--- src/rtl/muldiv_ctrl_pkg.sv ---
// Shared types and constants for the HI/LO multiply/divide path.
// The decode helper maps an R-type funct field to the controller opcode.
package muldiv_ctrl_pkg;

  typedef enum logic [2:0] {
    MD_MULT  = 3'd0,
    MD_MULTU = 3'd1,
    MD_DIV   = 3'd2,
    MD_DIVU  = 3'd3,
    MD_MTHI  = 3'd4,
    MD_MTLO  = 3'd5,
    MD_NONE  = 3'd7
  } muldiv_op_t;

  typedef enum logic [1:0] {
    S_IDLE = 2'd0,
    S_BUSY = 2'd1,
    S_DONE = 2'd2
  } md_state_t;

  localparam int         DIV_LAT  = 32;
  localparam logic [5:0] OP_RTYPE = 6'h00;

  function automatic muldiv_op_t decode_muldiv(input logic [5:0] opcode, input logic [5:0] funct);
    muldiv_op_t r;
    r = MD_NONE;
    if (opcode == OP_RTYPE) begin
      case (funct)
        6'h18:   r = MD_MULT;
        6'h19:   r = MD_MULTU;
        6'h1A:   r = MD_DIV;
        6'h1B:   r = MD_DIVU;
        6'h11:   r = MD_MTHI;
        6'h13:   r = MD_MTLO;
        default: r = MD_NONE;
      endcase
    end else begin
      r = MD_NONE;
    end
    return r;
  endfunction

  function automatic logic is_muldiv(input muldiv_op_t op);
    logic r;
    case (op)
      MD_MULT, MD_MULTU, MD_DIV, MD_DIVU: r = 1'b1;
      default:                            r = 1'b0;
    endcase
    return r;
  endfunction

  function automatic logic is_div(input muldiv_op_t op);
    return (op == MD_DIV) || (op == MD_DIVU);
  endfunction

endpackage

--- src/rtl/muldiv_ctrl_div_iter.sv ---
// Unsigned restoring divider, one quotient bit per cycle after load.
// quo/rem present the result of the step taken at the coming edge.
module div_iter (
  input  logic        clk,
  input  logic        reset,
  input  logic        load,
  input  logic [31:0] dividend,
  input  logic [31:0] divisor,
  output logic [31:0] quo,
  output logic [31:0] rem
);

  logic [31:0] rem_q, rem_d, quo_q, quo_d, dvs_q, dvs_d;
  logic [32:0] shifted_s, diff_s;
  logic [31:0] step_rem_s, step_quo_s;

  // One restoring step: shift in next dividend bit, subtract if it fits.
  always_comb begin
    shifted_s = {rem_q, quo_q[31]};
    diff_s    = shifted_s - {1'b0, dvs_q};
    if (!diff_s[32]) begin
      step_rem_s = diff_s[31:0];
      step_quo_s = {quo_q[30:0], 1'b1};
    end else begin
      step_rem_s = shifted_s[31:0];
      step_quo_s = {quo_q[30:0], 1'b0};
    end
    if (load) begin
      rem_d = 32'd0;
      quo_d = dividend;
      dvs_d = divisor;
    end else begin
      rem_d = step_rem_s;
      quo_d = step_quo_s;
      dvs_d = dvs_q;
    end
  end

  assign quo = step_quo_s;
  assign rem = step_rem_s;

  always_ff @(posedge clk or posedge reset) begin
    if (reset) begin
      rem_q <= 32'd0;
      quo_q <= 32'd0;
      dvs_q <= 32'd0;
    end else begin
      rem_q <= rem_d;
      quo_q <= quo_d;
      dvs_q <= dvs_d;
    end
  end

endmodule

--- src/rtl/muldiv_ctrl.sv ---
// HI/LO multiply/divide controller: sequences multiply and iterative divide,
// owns HI/LO, and stalls Execute until the result is committed.
module muldiv_ctrl
  import muldiv_ctrl_pkg::*;
#(
  parameter int MUL_LAT = 2
) (
  input  logic        clk,
  input  logic        reset,
  input  logic        start,
  input  muldiv_op_t  op,
  input  logic [31:0] a,
  input  logic [31:0] b,
  input  logic        flush,
  output logic        stall,
  output logic        busy,
  output logic        done,
  output logic [31:0] hi,
  output logic [31:0] lo
);

  localparam logic [5:0] MUL_CNT = 6'(MUL_LAT - 1);
  localparam logic [5:0] DIV_CNT = 6'(DIV_LAT - 1);

  md_state_t   state_q, state_d;
  muldiv_op_t  op_q, op_d;
  logic [5:0]  cnt_q, cnt_d;
  logic [31:0] a_q, a_d, b_q, b_d, hi_q, hi_d, lo_q, lo_d;
  logic        busy_q, busy_d, done_q, done_d;

  logic        div_load_s;
  logic [31:0] div_dvd_s, div_dvs_s, div_quo_s, div_rem_s;
  logic [63:0] mul_a_s, mul_b_s, prod_s;
  logic [31:0] quo_fix_s, rem_fix_s, res_hi_s, res_lo_s;

  // Divider sees magnitudes; the sign fix-up happens on the way out.
  always_comb begin
    div_load_s = (state_q == S_IDLE) && start && !flush && is_div(op);
    div_dvd_s  = ((op == MD_DIV) && a[31]) ? (32'd0 - a) : a;
    div_dvs_s  = ((op == MD_DIV) && b[31]) ? (32'd0 - b) : b;
  end

  div_iter u_div (
    .clk      (clk),
    .reset    (reset),
    .load     (div_load_s),
    .dividend (div_dvd_s),
    .divisor  (div_dvs_s),
    .quo      (div_quo_s),
    .rem      (div_rem_s)
  );

  // Result selection for the committing BUSY cycle.
  always_comb begin
    mul_a_s   = {{32{(op_q == MD_MULT) & a_q[31]}}, a_q};
    mul_b_s   = {{32{(op_q == MD_MULT) & b_q[31]}}, b_q};
    prod_s    = mul_a_s * mul_b_s;
    quo_fix_s = ((op_q == MD_DIV) && (a_q[31] ^ b_q[31])) ? (32'd0 - div_quo_s) : div_quo_s;
    rem_fix_s = ((op_q == MD_DIV) && a_q[31]) ? (32'd0 - div_rem_s) : div_rem_s;
    if (!is_div(op_q)) begin
      res_hi_s = prod_s[63:32];
      res_lo_s = prod_s[31:0];
    end else if (b_q == 32'd0) begin
      res_hi_s = a_q;
      res_lo_s = 32'hFFFF_FFFF;
    end else begin
      res_hi_s = rem_fix_s;
      res_lo_s = quo_fix_s;
    end
  end

  // Next-state and datapath updates.
  always_comb begin
    state_d = state_q;
    op_d    = op_q;
    cnt_d   = cnt_q;
    a_d     = a_q;
    b_d     = b_q;
    hi_d    = hi_q;
    lo_d    = lo_q;
    case (state_q)
      S_IDLE: begin
        if (start && !flush) begin
          if (op == MD_MTHI) begin
            hi_d = a;
          end else if (op == MD_MTLO) begin
            lo_d = a;
          end else if (is_muldiv(op)) begin
            op_d    = op;
            a_d     = a;
            b_d     = b;
            cnt_d   = is_div(op) ? DIV_CNT : MUL_CNT;
            state_d = S_BUSY;
          end else begin
            state_d = S_IDLE;
          end
        end else begin
          state_d = S_IDLE;
        end
      end
      S_BUSY: begin
        if (flush) begin
          cnt_d   = 6'd0;
          state_d = S_IDLE;
        end else if (cnt_q == 6'd0) begin
          hi_d    = res_hi_s;
          lo_d    = res_lo_s;
          state_d = S_DONE;
        end else begin
          cnt_d = cnt_q - 6'd1;
        end
      end
      S_DONE:  state_d = S_IDLE;
      default: state_d = S_IDLE;
    endcase
    busy_d = (state_d == S_BUSY);
    done_d = (state_d == S_DONE);
  end

  always_ff @(posedge clk or posedge reset) begin
    if (reset) begin
      state_q <= S_IDLE;
      op_q    <= MD_NONE;
      cnt_q   <= 6'd0;
      a_q     <= 32'd0;
      b_q     <= 32'd0;
      hi_q    <= 32'd0;
      lo_q    <= 32'd0;
      busy_q  <= 1'b0;
      done_q  <= 1'b0;
    end else begin
      state_q <= state_d;
      op_q    <= op_d;
      cnt_q   <= cnt_d;
      a_q     <= a_d;
      b_q     <= b_d;
      hi_q    <= hi_d;
      lo_q    <= lo_d;
      busy_q  <= busy_d;
      done_q  <= done_d;
    end
  end

  assign stall = !flush && (((state_q == S_IDLE) && start && is_muldiv(op)) || (state_q == S_BUSY));
  assign busy  = busy_q;
  assign done  = done_q;
  assign hi    = hi_q;
  assign lo    = lo_q;

endmodule

--- config.mk ---
export PLATFORM = sky130hd
export DESIGN_NAME = muldiv_ctrl
export DESIGN_NICKNAME = d
export VERILOG_FILES = /design/src/rtl/muldiv_ctrl_pkg.sv /design/src/rtl/muldiv_ctrl_div_iter.sv /design/src/rtl/muldiv_ctrl.sv
export SDC_FILE = /design/constraint.sdc
export NUM_CORES = 2
export LEC_CHECK = 0
export ABC_AREA = 1
export BUFFER_PORTS_ARGS = -buffer_cell sky130_fd_sc_hd__buf_2
export CORE_ASPECT_RATIO = 2
export CORE_UTILIZATION = 32
export CTS_CLUSTER_DIAMETER = 40
export DETAILED_ROUTE_END_ITERATION = 10
export GPL_TIMING_DRIVEN = 0
export PLACE_DENSITY = 0.48
export SKIP_LAST_GASP = 1
export SLEW_MARGIN = 40
export SYNTH_ARGS = -nofsm -noshare
export SYNTH_HDL_FRONTEND = slang
export SYNTH_HIERARCHICAL = 1
export SYNTH_SLANG_ARGS = --single-unit
--- constraint.sdc ---
create_clock -name clk -period 10 [get_ports clk]
set_clock_uncertainty 0.15 [all_clocks]
set_input_delay 0.5 -clock clk [delete_from_list [all_inputs] [get_ports clk]]
set_output_delay 0.5 -clock clk [all_outputs]
set_load 0.03 [all_outputs]
# ---- Word-level counts from Yosys, hierarchy flattened
# Cells that the tools add are included.
# W data, S select, Z words.
dict set report op_classes {
  addsub 6
  n_mul 1
  n_eq_ne 19
  mux 43
  bitwise 5
  reduce_logical 25
}
# cell n
set ops {}
lappend ops {{$mux W32} 20}
lappend ops {{$pmux W32 S2} 2}
lappend ops {{$sub A1 B32 Y32 const A} 4}
lappend ops {{$mul A33 B33 Y64} 1}
lappend ops {{$mux W6} 6}
lappend ops {{$sub A33 B32 Y33} 1}
lappend ops {{$logic_not A32 Y1} 1}
lappend ops {{$eq A3 B2 Y1 const B} 4}
lappend ops {{$pmux W6 S2} 1}
lappend ops {{$reduce_and A6 Y1} 2}
lappend ops {{$logic_and A1 B1 Y1} 10}
lappend ops {{$mux W2} 5}
lappend ops {{$reduce_and A5 Y1} 2}
lappend ops {{$ne A2 B1 Y1 const B} 4}
lappend ops {{$ne A2 B2 Y1 const B} 4}
lappend ops {{$mux W1} 7}
lappend ops {{$eq A3 B3 Y1 const B} 2}
lappend ops {{$logic_not A3 Y1} 2}
lappend ops {{$logic_not A6 Y1} 1}
lappend ops {{$sub A6 B1 Y6 const B} 1}
lappend ops {{$mux W5} 1}
lappend ops {{$eq A2 B1 Y1 const B} 2}
lappend ops {{$pmux W2 S2} 1}
lappend ops {{$reduce_or A4 Y1} 1}
lappend ops {{10 further kinds} 14}
dict set report word_totals {
  ff_bits 237
  input_bits 71
  word_cells 111
}

# ---- Depth between registers and ports, before layout
dict set report logic_depth {
  ltp_word 13
  depth_mapped 36
  mapped_depth_nobuf 34
}

# ---- By module
# Netlist, hierarchy kept.
# mod instances cells_per_inst area_each_um2 seq_area_each_um2
set modules_own_cells {}
lappend modules_own_cells {muldiv_ctrl 1 6786 50596.0 3532.1}
lappend modules_own_cells {div_iter 1 1083 7244.4 2402.3}

# ---- Worst setup path before layout
# Ideal clock, no wire load.
dict set report synth_path {
  path_kind {register to register}
  from {register op_q[1]}
  to {register hi_q[31], in the netlist hi[31]}
  setup_time_ns 0.077
  arrival_time_ns 7.552
  required_time_ns 9.773
  setup_slack_ns 2.221
  path_stages_with_launch 33
  path_buffers 2
  synth_period_minus_slack_ns 7.779
  path_cell_list {dfstp_2 inv_2 nand2_1 clkbuf_1 buf_1 nor2_1 fa_1 inv_1 fa_1 inv_1 fa_1 fa_1 inv_1 fa_1 inv_1 fa_1 inv_1 fa_1 fa_1 inv_1 ha_1 nand2_1 nor2_1 nand2_1 nor4_1 nand2_1 nand2_1 inv_1 nand2_1 nand3_1 nand2_1 nand2_1 a21oi_1}
}
dict set report synth_between {
  elab_chain_len 8
  word_cells_on_any_way 14
  cone_classes {mul: 1; eq/ne: 2; mux: 6; bitwise: 2; reduce/logical: 3}
}
# item line_no
set synth_lines {}
lappend synth_lines {{start, declared} muldiv_ctrl.sv:26} ;# muldiv_op_t op_q, op_d;
lappend synth_lines {{start signal, assigned} muldiv_ctrl.sv:133} ;# op_q <= op_d;
lappend synth_lines {{parallel branches: the longest is 4 deep, another holds $mul A33 B33 Y64} --}
lappend synth_lines {{$mux W32 (*)} muldiv_ctrl.sv:60} ;# if (!is_div(op_q)) begin
lappend synth_lines {{$mux W32 (*)} muldiv_ctrl.sv:105} ;# end else if (cnt_q == 6'd0) begin
lappend synth_lines {{$mux W32 (*)} muldiv_ctrl.sv:102} ;# if (flush) begin
lappend synth_lines {{$pmux W32 S2 (*)} muldiv_ctrl.sv:81} ;# case (state_q)
lappend synth_lines {{end signal, assigned} muldiv_ctrl.sv:137} ;# hi_q <= hi_d;
lappend synth_lines {{end, declared} muldiv_ctrl.sv:28} ;# logic [31:0] a_q, a_d, b_q, b_d, hi_q, hi_d, lo_q, lo_d;
# Mark *: on every way between the ends. The select of a mux whose other input is x is not followed.
# A chain may end at the register's enable or synchronous reset.

# ---- Worst setup path in the final report
dict set report layout_path {
  from {register a_q[31]}
  to {register hi_q[17], in the netlist hi[17]}
}
dict set report layout_between {
  elab_chain_len 7
  word_cells_on_any_way 9
  cone_classes {mul: 1; mux: 6; bitwise: 1; reduce/logical: 1}
}
# item line_no
set layout_lines {}
lappend layout_lines {{start, declared} muldiv_ctrl.sv:28}
lappend layout_lines {{start signal, assigned} muldiv_ctrl.sv:125} ;# a_q <= 32'd0;
lappend layout_lines {{start signal, assigned} muldiv_ctrl.sv:135} ;# a_q <= a_d;
lappend layout_lines {{parallel branches: the longest is 3 deep, another holds $mul A33 B33 Y64} --}
lappend layout_lines {{$mux W32 (*)} muldiv_ctrl.sv:60}
lappend layout_lines {{$mux W32 (*)} muldiv_ctrl.sv:105}
lappend layout_lines {{$mux W32 (*)} muldiv_ctrl.sv:102}
lappend layout_lines {{$pmux W32 S2 (*)} muldiv_ctrl.sv:81}
# Marks and branches as above.

==> results by group <==
Outcome
  • Outcome: finished clean

STA
  • Clock period minus worst slack: 9.83 ns
  • Sum Neg Setup Slack: 0 ns
  • Fin. Hold Viols: 0
  • RSZ-0062 raised after global routing: no
  • Final period util: 0.983
  • Slew margin rel.: 0.363
  • Max frequency: 102 MHz
  • Final Max Slew Viols: 0
  • Endpoints failing setup: 0
  • Final setup margin: 0.166 ns
  • Least-Margin Pin Slew: 0.955 ns

Detailed routing
  • DR WL/cell: 26.9 um
  • Initial DRT Pass Iterations: 6
  • Routed vias: 51099
  • DRT Wirelength: 280 mm
  • Vias/cell: 4.91
  • Starting DRT DRC Count: 2766
  • Antenna Nets Post-Route: 0
  • DRC violations left: 0

Setup path
  • Critical Path Fanout Max: 10
  • CP Capture Type: flip-flop
  • Reg2reg setup slack: 0.17 ns
  • Start of the worst register-to-register path: a_q[31]
  • Reg2reg end: hi[17]
  • Worst path buffer plus inverter count: 8
  • CP startpoint kind: flip-flop
  • Reg2reg path depth: 30
  • Kind of critical path: reg2reg
  • Critical Path AT: 10.19 ns
  • Worst path max stage delay: 0.91 ns
  • Required time worst endpoint: 10.35 ns
  • Top delay family on crit path: adder cells
  • CP dominant cell by count: fa_1
  • Crit-path slowest cell: fa_4

Synth
  • Mean Syn Cell Area: 7.35 um2
  • Leading area contributor after synthesis: fa_1
  • Top cell type's share of synthesized area: 0.390
  • Distinct cells, synth: 53
  • Count leader, synth: nand2_1
  • Post-synth EDFFs: 0
  • Ys flop type: dfrtp_1
  • Sequential share of the synthesized area: 0.103
  • Synth Instances: 7869
  • FF+latch count, synth: 237
  • Most instantiated cells after synthesis: nand2_1, inv_1, fa_1, nor2_1, clkbuf_1
  • Cell Area, Synth: 57800 um2
  • Synth async-reset ratio: 1.00
  • Synth Net Count: 9316
  • Synth Warn #: 6
  • Area contributors post-synth: fa_1, nand2_1, inv_1, dfrtp_1, ha_1

Clock tree
  • Skew-Pair Late Insertion Delay: 0.60 ns
  • CTS tree: yes
  • Clk root buf: clkbuf_16
  • H-tree Lvls: 1
  • Clk slew on worst S/H paths: 0.08 ns
  • Max clock buf depth: 3
  • CTS Buf Count: 22
  • CTS sink count: 237

Floorplan
  • Core area: 179000 um2
  • Die Ht: 603 um
  • Starting Density: 0.322
  • IO Count: 138
  • Rows: 220
  • Die area: 183000 um2
  • Chip width: 303 um

Job
  • Max_cap viols: 0

Placement
  • GPL Wtd Cong: 1.01
  • Pre-CTS setup slack: -0.447 ns
  • Post-DP Area: 62000 um2
  • PortBufs: 137
  • DPL Wire Length: 247 mm

Global routing
  • Largest net degree at the start of global routing: 68
  • Total GRT Usage: 0.312
  • Total grt overflow: 0
  • Global-route wire length before repair: 394 mm
  • Initial antenna violation count: 16
  • Number of global-route vias before repair: 55805

Min path
  • Worst Hold Class: in2reg
  • Hold path cells: 4
  • Hold path startpoint: a[29]
  • Worst Hold End: u_div/quo_q[29]

Layout
  • Post-route cell area: 62900 um2
  • Post-layout util: 0.351
  • Layout cell share with drive strength beyond 1: 0.0798
  • Total Nets Final: 9503
  • Number of fill cells in the layout: 19844
  • Area Growth Syn to Fin: 8.78%
## worst max-delay path by stage
stage,from,end,slack [ns],depth (start not counted)
after global placement,op_q[1],hi[27],-1.80,30
after detailed placement,a_q[31],hi[17],-0.45,29
after global routing,a_q[31],hi[17],0.002,30
after CTS,op_q[0],hi[17],0.04,31
after floorplan,op_q[1],hi[31],2.22,32
final,a_q[31],hi[17],0.17,30
## layout make-up
type                       count  area [um2]  share of cell area
timing repair buffer         163        1140              0.0181
tap                         2331        2920              0.0464
sequential                   237        5930              0.0943
antenna                       10        25.0            0.000398
buffer                       384        1890              0.0301
inverter                    2075        7820               0.124
clock inverter                14         130             0.00207
clock buffer                  26         606             0.00962
multi-input combinational   5173       42500               0.675
## flip-flops by register name (all words and copies together) (netlist names)
| signal | count |
|---|---|
| cnt_q | 6 |
| a_q | 32 |
| u_div/rem_q | 32 |
| state_q | 2 |
| b_q | 32 |
| u_div/quo_q | 32 |
| hi | 32 |
| lo | 32 |
| op_q | 3 |
| busy | 1 |
| u_div/dvs_q | 32 |
| done | 1 |
## metrics by stage
stage               hold WS, ns  std cells
floorplan                 0.293       7869
global placement          0.303      10337
detailed placement        0.311      10349
CTS                      0.0195      10395
global route             0.0682      10404
finish                   0.0408      10413
## cells by family after synthesis
| group | count (synthesis) | share of synthesized area |
|---|---|---|
| compound gates | 473 | 0.0463 |
| buf+inv | 2459 | 0.164 |
| mux | 1 | 0.000195 |
| simple gates | 3220 | 0.227 |
| xor+xnor | 103 | 0.0156 |
| flops | 237 | 0.103 |
| fa+ha+maj | 1376 | 0.444 |
## timing repair
action                                  4_1_cts  5_1_grt
buffers inserted                              3        8
endpoints found under the setup margin       23       18
hold buffers                                  3        0
resized for setup                             7       11
endpoints found under the hold margin       108        0
pin swaps                                     0        2
## layout by cell type, fill, tap and decap left out, drive strengths merged, types with 14 or more instances in the layout
cell type	instances
nor3	41
nand3	198
fa	1126
o211ai	21
nand4	47
a2bb2oi	21
inv	2074
xnor2	20
or2	26
clkbuf	328
buf	242
dfrtp	234
nand3b	14
a21boi	35
nor2	476
nor4	20
a21oi	142
xor2	83
nand2	2389
ha	250
o21ai	225
## metal layers
metal  vias to the layer above  GRT usage  routed length, um
met1                     25794      0.267              82200
met4                        12      0.311              34800
met3                       814     0.0340              10200
met5                         -          0                 84
li1                      22857          -                  -
met2                      1622      0.598             153000
## worst register-to-register path: cells and delay by family, from the launching register on
kind	cells	cell delay (ns)
adder cells (fa/ha/maj)	9	5.33
AND/OR/NAND/NOR	12	2.25
buffers and inverters	8	1.46
flip-flops	1	0.36
AO/OA/AOI/OAI	1	0.20
Power is not shown: default switching activity piles up to over one toggle a cycle in this logic, so the estimate is an artifact.
